**src/rtl/lcd_frame_sequencer.sv**
```systemverilog
// Streams a writable NUM_LINES x LINE_LEN character frame buffer to an LCD controller over START/DONE.
// Define LCD_INIT_SEQ_EN to issue the 0x38/0x0C/0x06/0x01 power-on init sequence after reset.
module lcd_frame_sequencer #(
  parameter int unsigned NUM_LINES   = 2,
  parameter int unsigned LINE_LEN    = 16,
  parameter int unsigned TIMEOUT_CYC = 255,
  parameter int unsigned ADDR_W      = 5
) (
  input  logic              CLK1K,
  input  logic              RST,
  input  logic              WR_EN,
  input  logic [ADDR_W-1:0] WR_ADDR,
  input  logic [7:0]        WR_DATA,
  input  logic              UPDATE_REQ,
  input  logic              CMD_DONE,
  output logic [7:0]        CMD_DATA,
  output logic              CMD_RS,
  output logic              CMD_START,
  output logic              BUSY,
  output logic              FRAME_DONE,
  output logic              TIMEOUT_ERR
);

  localparam int unsigned NUM_CHARS = NUM_LINES * LINE_LEN;
  localparam int unsigned DEPTH     = 2 ** ADDR_W;
  localparam int unsigned LINE_W    = (NUM_LINES > 1) ? $clog2(NUM_LINES) : 1;
  localparam int unsigned COL_W     = $clog2(LINE_LEN + 1);
  localparam int unsigned CNT_W     = (TIMEOUT_CYC > 1) ? $clog2(TIMEOUT_CYC + 1) : 1;

`ifdef LCD_INIT_SEQ_EN
  localparam bit INIT_EN = 1'b1;
`else
  localparam bit INIT_EN = 1'b0;
`endif

  typedef enum logic [1:0] {S_IDLE, S_ISSUE, S_WAIT} state_t;

  state_t             state_q, state_d;
  logic [7:0]         buf_q [DEPTH];
  logic [7:0]         buf_d [DEPTH];
  logic               hdr_q, hdr_d;
  logic [LINE_W-1:0]  line_q, line_d;
  logic [COL_W-1:0]   col_q, col_d;
  logic [ADDR_W-1:0]  ptr_q, ptr_d;
  logic [CNT_W-1:0]   cnt_q, cnt_d;
  logic               pending_q, pending_d;
  logic               init_q, init_d;
  logic [1:0]         init_idx_q, init_idx_d;
  logic [7:0]         cmd_data_q, cmd_data_d;
  logic               cmd_rs_q, cmd_rs_d;
  logic               cmd_start_q, cmd_start_d;
  logic               busy_q, busy_d;
  logic               frame_done_q, frame_done_d;
  logic               timeout_err_q, timeout_err_d;

  logic [7:0]         item_data_c;
  logic               item_rs_c;
  logic               item_last_c;
  logic               timeout_hit_c;

  function automatic logic [7:0] line_base(input logic [LINE_W-1:0] l);
    case (2'(l))
      2'd0:    line_base = 8'h00;
      2'd1:    line_base = 8'h40;
      2'd2:    line_base = 8'h14;
      default: line_base = 8'h54;
    endcase
  endfunction

  function automatic logic [7:0] init_cmd(input logic [1:0] idx);
    case (idx)
      2'd0:    init_cmd = 8'h38;
      2'd1:    init_cmd = 8'h0C;
      2'd2:    init_cmd = 8'h06;
      default: init_cmd = 8'h01;
    endcase
  endfunction

  // Current item decode: clear, per-line address command (col 0), or buffer character.
  always_comb begin
    item_last_c = !hdr_q && (line_q == LINE_W'(NUM_LINES - 1)) && (col_q == COL_W'(LINE_LEN));
    item_rs_c   = 1'b0;
    if (hdr_q) begin
      item_data_c = 8'h01;
    end else if (col_q == '0) begin
      item_data_c = 8'h80 | line_base(line_q);
    end else begin
      item_data_c = buf_q[ptr_q];
      item_rs_c   = 1'b1;
    end
    if (init_q) begin
      item_data_c = init_cmd(init_idx_q);
      item_rs_c   = 1'b0;
      item_last_c = (init_idx_q == 2'd3);
    end
  end

  assign timeout_hit_c = (TIMEOUT_CYC != 0) && (cnt_q == CNT_W'(TIMEOUT_CYC - 1));

  always_comb begin
    state_d       = state_q;
    buf_d         = buf_q;
    hdr_d         = hdr_q;
    line_d        = line_q;
    col_d         = col_q;
    ptr_d         = ptr_q;
    cnt_d         = cnt_q;
    pending_d     = pending_q;
    init_d        = init_q;
    init_idx_d    = init_idx_q;
    cmd_data_d    = cmd_data_q;
    cmd_rs_d      = cmd_rs_q;
    cmd_start_d   = 1'b0;
    frame_done_d  = 1'b0;
    timeout_err_d = timeout_err_q;

    if (WR_EN && (32'(WR_ADDR) < NUM_CHARS)) begin
      buf_d[WR_ADDR] = WR_DATA;
    end

    case (state_q)
      S_IDLE: begin
        if (UPDATE_REQ || pending_q) begin
          pending_d     = 1'b0;
          timeout_err_d = 1'b0;
          hdr_d         = 1'b1;
          line_d        = '0;
          col_d         = '0;
          ptr_d         = '0;
          state_d       = S_ISSUE;
        end
      end
      S_ISSUE: begin
        pending_d   = pending_q | WR_EN | UPDATE_REQ;
        cmd_data_d  = item_data_c;
        cmd_rs_d    = item_rs_c;
        cmd_start_d = 1'b1;
        cnt_d       = '0;
        state_d     = S_WAIT;
      end
      S_WAIT: begin
        pending_d = pending_q | WR_EN | UPDATE_REQ;
        if (CMD_DONE) begin
          if (item_last_c) begin
            frame_done_d = !init_q;
            init_d       = 1'b0;
            state_d      = S_IDLE;
          end else begin
            state_d = S_ISSUE;
            if (init_q) begin
              init_idx_d = init_idx_q + 2'd1;
            end else if (hdr_q) begin
              hdr_d = 1'b0;
            end else begin
              if (col_q != '0) begin
                ptr_d = ptr_q + ADDR_W'(1);
              end
              if (col_q == COL_W'(LINE_LEN)) begin
                line_d = line_q + LINE_W'(1);
                col_d  = '0;
              end else begin
                col_d = col_q + COL_W'(1);
              end
            end
          end
        end else if (timeout_hit_c) begin
          // Abandon the frame; queued refresh requests are dropped with it.
          timeout_err_d = 1'b1;
          pending_d     = 1'b0;
          init_d        = 1'b0;
          state_d       = S_IDLE;
        end else if (TIMEOUT_CYC != 0) begin
          cnt_d = cnt_q + CNT_W'(1);
        end
      end
      default: state_d = S_IDLE;
    endcase

    busy_d = (state_d != S_IDLE) || pending_d;
  end

  always_ff @(posedge CLK1K) begin
    if (RST) begin
      if (INIT_EN) state_q <= S_ISSUE;
      else         state_q <= S_IDLE;
      buf_q         <= '{default: 8'h20};
      hdr_q         <= 1'b0;
      line_q        <= '0;
      col_q         <= '0;
      ptr_q         <= '0;
      cnt_q         <= '0;
      pending_q     <= 1'b0;
      init_q        <= INIT_EN;
      init_idx_q    <= 2'd0;
      cmd_data_q    <= 8'h00;
      cmd_rs_q      <= 1'b0;
      cmd_start_q   <= 1'b0;
      busy_q        <= 1'b0;
      frame_done_q  <= 1'b0;
      timeout_err_q <= 1'b0;
    end else begin
      state_q       <= state_d;
      buf_q         <= buf_d;
      hdr_q         <= hdr_d;
      line_q        <= line_d;
      col_q         <= col_d;
      ptr_q         <= ptr_d;
      cnt_q         <= cnt_d;
      pending_q     <= pending_d;
      init_q        <= init_d;
      init_idx_q    <= init_idx_d;
      cmd_data_q    <= cmd_data_d;
      cmd_rs_q      <= cmd_rs_d;
      cmd_start_q   <= cmd_start_d;
      busy_q        <= busy_d;
      frame_done_q  <= frame_done_d;
      timeout_err_q <= timeout_err_d;
    end
  end

  assign CMD_DATA    = cmd_data_q;
  assign CMD_RS      = cmd_rs_q;
  assign CMD_START   = cmd_start_q;
  assign BUSY        = busy_q;
  assign FRAME_DONE  = frame_done_q;
  assign TIMEOUT_ERR = timeout_err_q;

endmodule

```
**config.mk**
```make
export PLATFORM = sky130hd
export DESIGN_NAME = lcd_frame_sequencer
export DESIGN_NICKNAME = d
export VERILOG_FILES = /design/src/rtl/lcd_frame_sequencer.sv
export SDC_FILE = /design/constraint.sdc
export NUM_CORES = 1
export LEC_CHECK = 0
export BUFFER_PORTS_ARGS = -buffer_cell sky130_fd_sc_hd__buf_2
export CAP_MARGIN = 20
export CORE_MARGIN = 2
export CORE_UTILIZATION = 35
export CTS_CLUSTER_SIZE = 24
export DETAILED_ROUTE_END_ITERATION = 6
export HOLD_SLACK_MARGIN = 0.02
export SLEW_MARGIN = 5
export SYNTH_ARGS = -nofsm -noshare
export SYNTH_HDL_FRONTEND = slang
export SYNTH_SLANG_ARGS = --single-unit
```
**constraint.sdc**
```tcl
create_clock -name CLK1K -period 3.05 [get_ports CLK1K]
set_input_delay 0.4575 -clock CLK1K [delete_from_list [all_inputs] [get_ports CLK1K]]
set_output_delay 0.4575 -clock CLK1K [all_outputs]
set_load 0.05 [all_outputs]
```
==> impl_metrics.tcl, run 1 <==
set metrics [dict create \
    fillCellCount 3571 \
    antenna_found_initial 2 \
    multi_input_comb_area_mm2 0.006729 \
    area.sequential_mm2 0.005853 \
    top_fanout_value_on_the_critical_path 25 \
    die_w_um 197.0 \
    path_class "reg -> reg" \
    crit_path_start_kind "flip-flop" \
    floorplan.io_pins 31 \
    critical_path.most_common_cell "sky130_fd_sc_hd__o21ai_0" \
    finalHoldViolCount 0 \
    slew_headroom_pct 40.94 \
    detail_routed_net_length_per_standard_cell_um 20.11 \
    global_route.usage.total_pct 18.66 \
    yosysSeqAreaShare_pct 44.82 \
    dp_slack_ps 642.0 \
    dp.cells 1734 \
    fmax_mhz 415.1 \
    timing.hold.worst.class "in -> reg" \
    slew_at_the_pin_closest_to_its_max_slew_limit_ps 885.9 \
    mappedNetlistArea_mm2 0.01304 \
    first_iter_violations 974 \
    routability_cong 0.8151 \
    ant_nets 0 \
    final_net_count 1326 \
    regToRegSetupSlack_ps 640 \
    fp-row-count 70 \
    worstHoldPathCells 3 \
    cts_tree "yes" \
    layout_worst_path_cycle_share_pct 78.98 \
    fin_worst_hold_slack_ps 243.1 \
    die_area_mm2 0.03882 \
    synth_area_per_cell_um2 9.978 \
    period_minus_slack_ps 2409 \
    timing.rr.end "CMD_DATA[5]" \
    clock_insertion_delay_worst_skew_ps 520 \
    fin_total_pwr_uw 8443 \
    dr.pass1.iters 6 \
    critPathMaxStageDelay_ps 710 \
    rsz0062_at_grt "false" \
    timing.final.setup_violations 0 \
    hpwlAfterDp_um 23260 \
    antenna_cells 0 \
    synth_flop_cell "sky130_fd_sc_hd__dfxtp_1" \
    r2r_start "ptr_q[0]" \
    coreArea_mm2 0.03661 \
    post_cts_hold_buffer_count 0 \
    layout-area-overhead-vs-synth_pct 13.52 \
    synth-edff-count 0 \
    status "completed" \
    cts_htree_levels 2 \
    clock_slew_at_reported_path_ffs_ps 60 \
    routed_wl_um 36150 \
    post-route-worst-setup-slack_ps 641.2 \
    synth-seq-cells 292 \
    grt_max_degree 149 \
    numCtsBuffers 35 \
    fp.dieH_um 197.0 \
    number_of_global_route_vias_before_repair 9435 \
    post-route-drc-count 0 \
    max-cap-violations 0 \
    critical_path.slowest_cell "sky130_fd_sc_hd__dfxtp_4" \
    postSynthCellCount 1307 \
    final_layout_size_suffix_gt1_share_pct 15.95 \
    power_density_mw_per_mm2 570.3 \
    timing.setup.tns_ps 0 \
    leakagePower_uw 0.005472 \
    path_cells "buf_4 -> mux4_2 -> a221oi_1 -> nand2_1 -> o21ai_0 -> o21ai_0" \
    async_reset_ff_share_pct 0 \
    ff2ff_path_depth 6 \
    hold-path-endpoint "FRAME_DONE" \
    final_cell_count_no_fill 1797 \
    mapped_nets 1330 \
    min_delay_startpoint "CMD_DONE" \
    initial_core_util_pct 35.62 \
    route.vias.total 9854 \
    clock_sinks 292 \
    drv_slew 0 \
    post_cts_resize_count 0 \
    max-vdd-ir-drop_mv 0.3396 \
    vias_per_cell 5.484 \
    timing.critical_path.arrival_ps 2790 \
    wire_length_of_the_first_global_routing_pass_um 56370 \
    cp.required_ps 3430 \
    place.port_buffers 30 \
    cell_variety_after_synth 67 \
    timing.critical_path.to_type "flip-flop" \
    clock-skew-final_ps 16.21 \
    ctsLongestPathBuffers 3 \
    post_cts_buffers 0 \
    overflow 0 \
    root_buffer "sky130_fd_sc_hd__clkbuf_16" \
    synth_warnings 0 \
]
==> through the flow <==
| stage | util, % | cell area, µm² |
|---|---|---|
| after global routing | 40.44 | 14800 |
| after floorplan | - | 13040 |
| final | 40.44 | 14800 |
| after global placement | 37.31 | 13660 |
| after CTS | 40.44 | 14800 |
| after detailed placement | 37.31 | 13660 |
==> synth_stat cells (6+ instances only) <==
library cell | count | area share, %
sky130_fd_sc_hd__nor2_1 | 213 | 6.1
sky130_fd_sc_hd__buf_2 | 11 | 0.42
sky130_fd_sc_hd__nor3_1 | 10 | 0.38
sky130_fd_sc_hd__nor2b_1 | 23 | 1.1
sky130_fd_sc_hd__a22oi_1 | 8 | 0.46
sky130_fd_sc_hd__buf_4 | 7 | 0.40
sky130_fd_sc_hd__mux4_2 | 57 | 9.8
sky130_fd_sc_hd__a21oi_1 | 61 | 2.3
sky130_fd_sc_hd__a211o_1 | 30 | 2.0
sky130_fd_sc_hd__inv_1 | 8 | 0.23
sky130_fd_sc_hd__nand3_1 | 60 | 2.3
sky130_fd_sc_hd__nor2_2 | 11 | 0.53
sky130_fd_sc_hd__mux2i_1 | 194 | 15
sky130_fd_sc_hd__o21ai_0 | 17 | 0.65
sky130_fd_sc_hd__or3_1 | 6 | 0.29
sky130_fd_sc_hd__mux2_2 | 8 | 0.69
sky130_fd_sc_hd__a221oi_1 | 8 | 0.54
sky130_fd_sc_hd__nor3b_1 | 6 | 0.35
sky130_fd_sc_hd__nand2_1 | 91 | 2.6
sky130_fd_sc_hd__and3_1 | 15 | 0.72
sky130_fd_sc_hd__clkbuf_1 | 84 | 2.4
sky130_fd_sc_hd__nand3b_1 | 8 | 0.46
sky130_fd_sc_hd__a22o_1 | 6 | 0.40
sky130_fd_sc_hd__dfxtp_1 | 292 | 45
==> registers in the layout, summed over array words and instances (netlist names), 2 cells and up <==
register,flops
CMD_DATA,8
buf_q,256
cnt_q,8
col_q,5
ptr_q,5
state_q,2
==> per-layer routing <==
metal / routed length [µm] / vias to the layer above / GRT usage (%) / share of wire (%)
met1: 16230 / 4852 / 26.13 / 45
li1: - / 4647 / - / -
met4: 715 / 2 / 4.845 / 2.0
met2: 16530 / 297 / 29.52 / 46
met3: 2657 / 56 / 3.620 / 7.4
met5: 12 / - / 0 / 0.033
==> final cells by class <==
class | count | area share [%]
clock inverter | 9 | 0.5156
timing repair buffer | 63 | 3.085
multi-input combinational | 902 | 45.45
tap | 468 | 3.955
inverter | 9 | 0.2282
clock buffer | 54 | 7.226
sequential | 292 | 39.54
==> worst max path at each step <==
| stage | start | to | slack (ps) | cells after the start |
|---|---|---|---|---|
| CTS | ptr_q[0] | CMD_DATA[5] | 630 | 6 |
| detailed placement | ptr_q[0] | CMD_DATA[2] | 640 | 6 |
| global route | ptr_q[0] | CMD_DATA[7] | 520 | 6 |
| finish | ptr_q[0] | CMD_DATA[5] | 640 | 6 |
| floorplan | ptr_q[0] | CMD_DATA[7] | 1050 | 6 |
| global placement | ptr_q[0] | CMD_DATA[2] | 630 | 6 |
==> cells in the final DEF (no fill, tap or decap), types with 17 or more instances in the layout <==
cell type / count
sky130_fd_sc_hd__a211o_1: 30
sky130_fd_sc_hd__a21oi_1: 61
sky130_fd_sc_hd__buf_2: 29
sky130_fd_sc_hd__buf_4: 29
sky130_fd_sc_hd__clkbuf_16: 37
sky130_fd_sc_hd__dfxtp_1: 290
sky130_fd_sc_hd__mux2i_1: 194
sky130_fd_sc_hd__mux4_2: 57
sky130_fd_sc_hd__nand2_1: 91
sky130_fd_sc_hd__nand3_1: 60
sky130_fd_sc_hd__nor2_1: 212
sky130_fd_sc_hd__nor2b_1: 23
sky130_fd_sc_hd__o21ai_0: 17
==> report_power, final <==
| part | switching [µW] | internal, µW | leakage [µW] |
|---|---|---|---|
| Clock | 1640 | 2500 | 0.000566 |
| Sequential | 36.6 | 3850 | 0.00236 |
| Combinational | 300 | 114 | 0.00255 |
| Total | 1970 | 6470 | 0.00547 |
==> worst max-delay path, delay by kind of cell (launching register included) <==
family	cells	cell delay [ps]
muxes	1	520
AOI/OAI and AO/OA	3	580
DFF	1	710
buffers and inverters	1	340
and+or+nand+nor	1	110
==> kinds of logic after synthesis <==
kind of cell / synth area share, %
AND/OR/NAND/NOR: 16.79
flip-flops: 44.82
multiplexers: 25.42
AO/OA/AOI/OAI: 8.472
buffers and inverters: 3.674
XOR/XNOR: 0.3358
adder cells (fa/ha/maj): 0.4797
(Power assumes the default switching activity.)
==> inputs of run 2 (changes only) <==
==> constraint.sdc (replaced) <==
create_clock -name CLK1K -period 2.4 [get_ports CLK1K]
set_input_delay 0.36 -clock CLK1K [delete_from_list [all_inputs] [get_ports CLK1K]]
set_output_delay 0.36 -clock CLK1K [all_outputs]
set_load 0.05 [all_outputs]
==> run 2 against run 1 <==
Compared with the run above: the flow now finishes with violations (DRC); register-to-register slack worse by 550 ps; sequential share of layout area is 0.84 points lower; first-iteration DRC count is 4.6% lower; global-route usage is 0.87 points higher; worst hold slack worse by 140 ps; clock skew hardly changed; design area is 2.2% higher; fmax is 4.2% higher; non-clock buffer count is 31 higher; largest power group unchanged.
==> impl_metrics.tcl, run 2 (same netlist as run 1, synthesis figures left out) <==
set metrics [dict create \
    status "complete, but fails checks" \
    failing_checks "DRC" \
    worstHoldPathCells 2 \
    design_area_mm2 0.01513 \
    ctsLongestPathBuffers 3 \
    route.vias.total 10090 \
    cts_htree_levels 2 \
    leakagePower_uw 0.005665 \
    timing.final.setup_violations 0 \
    layout_worst_path_cycle_share_pct 96.33 \
    fp.dieH_um 197.0 \
    clock_insertion_delay_worst_skew_ps 510 \
    number_of_global_route_vias_before_repair 9912 \
    root_buffer "sky130_fd_sc_hd__clkbuf_16" \
    path_cells "buf_12 -> mux4_2 -> nand2_1 -> o311ai_0 -> a221oi_1 -> o32ai_1" \
    critical_path.slowest_cell "sky130_fd_sc_hd__dfxtp_4" \
    routed_wl_um 37630 \
    final_net_count 1356 \
    global_route.usage.total_pct 19.53 \
    die_w_um 197.0 \
    path_class "reg -> reg" \
    max-vdd-ir-drop_mv 0.3846 \
    initial_core_util_pct 35.62 \
    detail_routed_net_length_per_standard_cell_um 20.61 \
    post-route-drc-count 19 \
    layout-area-overhead-vs-synth_pct 15.99 \
    antenna_cells 0 \
    post_cts_buffers 0 \
    dp.cells 1765 \
    post_cts_hold_buffer_count 0 \
    top_fanout_value_on_the_critical_path 18 \
    largest_register_ffs 256 \
    hpwlAfterDp_um 24980 \
    rsz0062_at_grt "false" \
    timing.critical_path.arrival_ps 2680 \
    max-cap-violations 0 \
    final_layout_size_suffix_gt1_share_pct 18.04 \
    cp.depth 6 \
    cp.required_ps 2760 \
    dr.pass1.iters 7 \
    coreArea_mm2 0.03661 \
    place.port_buffers 30 \
    slew_headroom_pct 39.83 \
    floorplan.io_pins 31 \
    overflow 0 \
    die_area_mm2 0.03882 \
    fin_worst_hold_slack_ps 101.4 \
    slew_at_the_pin_closest_to_its_max_slew_limit_ps 899.3 \
    vias_per_cell 5.525 \
    critPathMaxStageDelay_ps 560 \
    final_cell_count_no_fill 1826 \
    path_delay_family "compound AO/OA/AOI/OAI gates" \
    period_minus_slack_ps 2312 \
    timing.hold.worst.class "in -> reg" \
    finalHoldViolCount 0 \
    cts_tree "yes" \
    timing.setup.tns_ps 0 \
    max_flop_register "buf_q" \
    power_density_mw_per_mm2 723.1 \
    routability_cong 0.8156 \
    timing.critical_path.to_type "flip-flop" \
    drv_slew 0 \
    fp-row-count 70 \
    first_iter_violations 929 \
    antenna_found_initial 0 \
    ant_nets 0 \
    crit_path_start_kind "flip-flop" \
    clock_slew_at_reported_path_ffs_ps 60 \
    layout.cells.most_common_list "sky130_fd_sc_hd__dfxtp_1, sky130_fd_sc_hd__nor2_1, sky130_fd_sc_hd__mux2i_1, sky130_fd_sc_hd__nand2_1, sky130_fd_sc_hd__a21oi_1" \
    post_cts_resize_count 0 \
    fmax_mhz 432.5 \
    post_detailed_placement_cell_area_mm2 0.01394 \
    wire_length_of_the_first_global_routing_pass_um 59180 \
    post-route-worst-setup-slack_ps 88.10 \
    clock_sinks 292 \
    cp.buffers_inverters 1 \
    numCtsBuffers 34 \
    dp_slack_ps 31.25 \
    grt_max_degree 177 \
    clock-skew-final_ps 16.14 \
    ff2ff_path_depth 6 \
    most_common_cell_after_layout_fill_and_taps_aside "sky130_fd_sc_hd__dfxtp_1" \
]
-- run 2: through the flow --
step	util (%)	total power [µW]
CTS	41.31	11020
global route	41.32	11290
floorplan	-	5406
detailed placement	38.09	5601
finish	41.32	10940
global placement	38.06	5591
-- run 2: power breakdown --
| part | internal, µW | total, µW | switching, µW |
|---|---|---|---|
| combinational | 161 | 563 | 403 |
| sequential | 4900 | 4940 | 39.1 |
| clock | 3360 | 5440 | 2070 |
-- run 2: worst paths after layout --
check,from,endpoint,slack [ps]
worst max-delay path,ptr_q[0],CMD_DATA[6],90
worst min-delay path,RST,ptr_q[0],100
worst max register to register,ptr_q[0],CMD_DATA[6],90
worst min register to register,buf_q[236],buf_q[236],450
-- run 2: worst reg2reg max path: cells and delay by family (launching register included) --
kind	cells	cell delay, ps
buf+inv	1	200
mux	1	510
flops	1	560
compound gates	3	810
simple gates	1	90
-- run 2: layer usage --
layer / share of wire (%) / global-route usage (%) / up-vias / wire length, µm
met5: 0 / 0 / - / 0
met4: 2.2 / 5.764 / 0 / 846
li1: - / - / 4714 / -
met1: 46 / 27.59 / 5040 / 17250
met3: 5.8 / 2.527 / 55 / 2181
met2: 46 / 31.28 / 279 / 17350
-- run 2: final cells by class --
class | count | area, µm²
well taps | 468 | 585.6
inverters | 9 | 33.78
clock inverters | 12 | 167.7
multi-input cells | 902 | 6733
flip-flops and latches | 292 | 5854
repair buffers | 94 | 743.2
clock buffers | 49 | 1010
fillers | 3523 | 21480
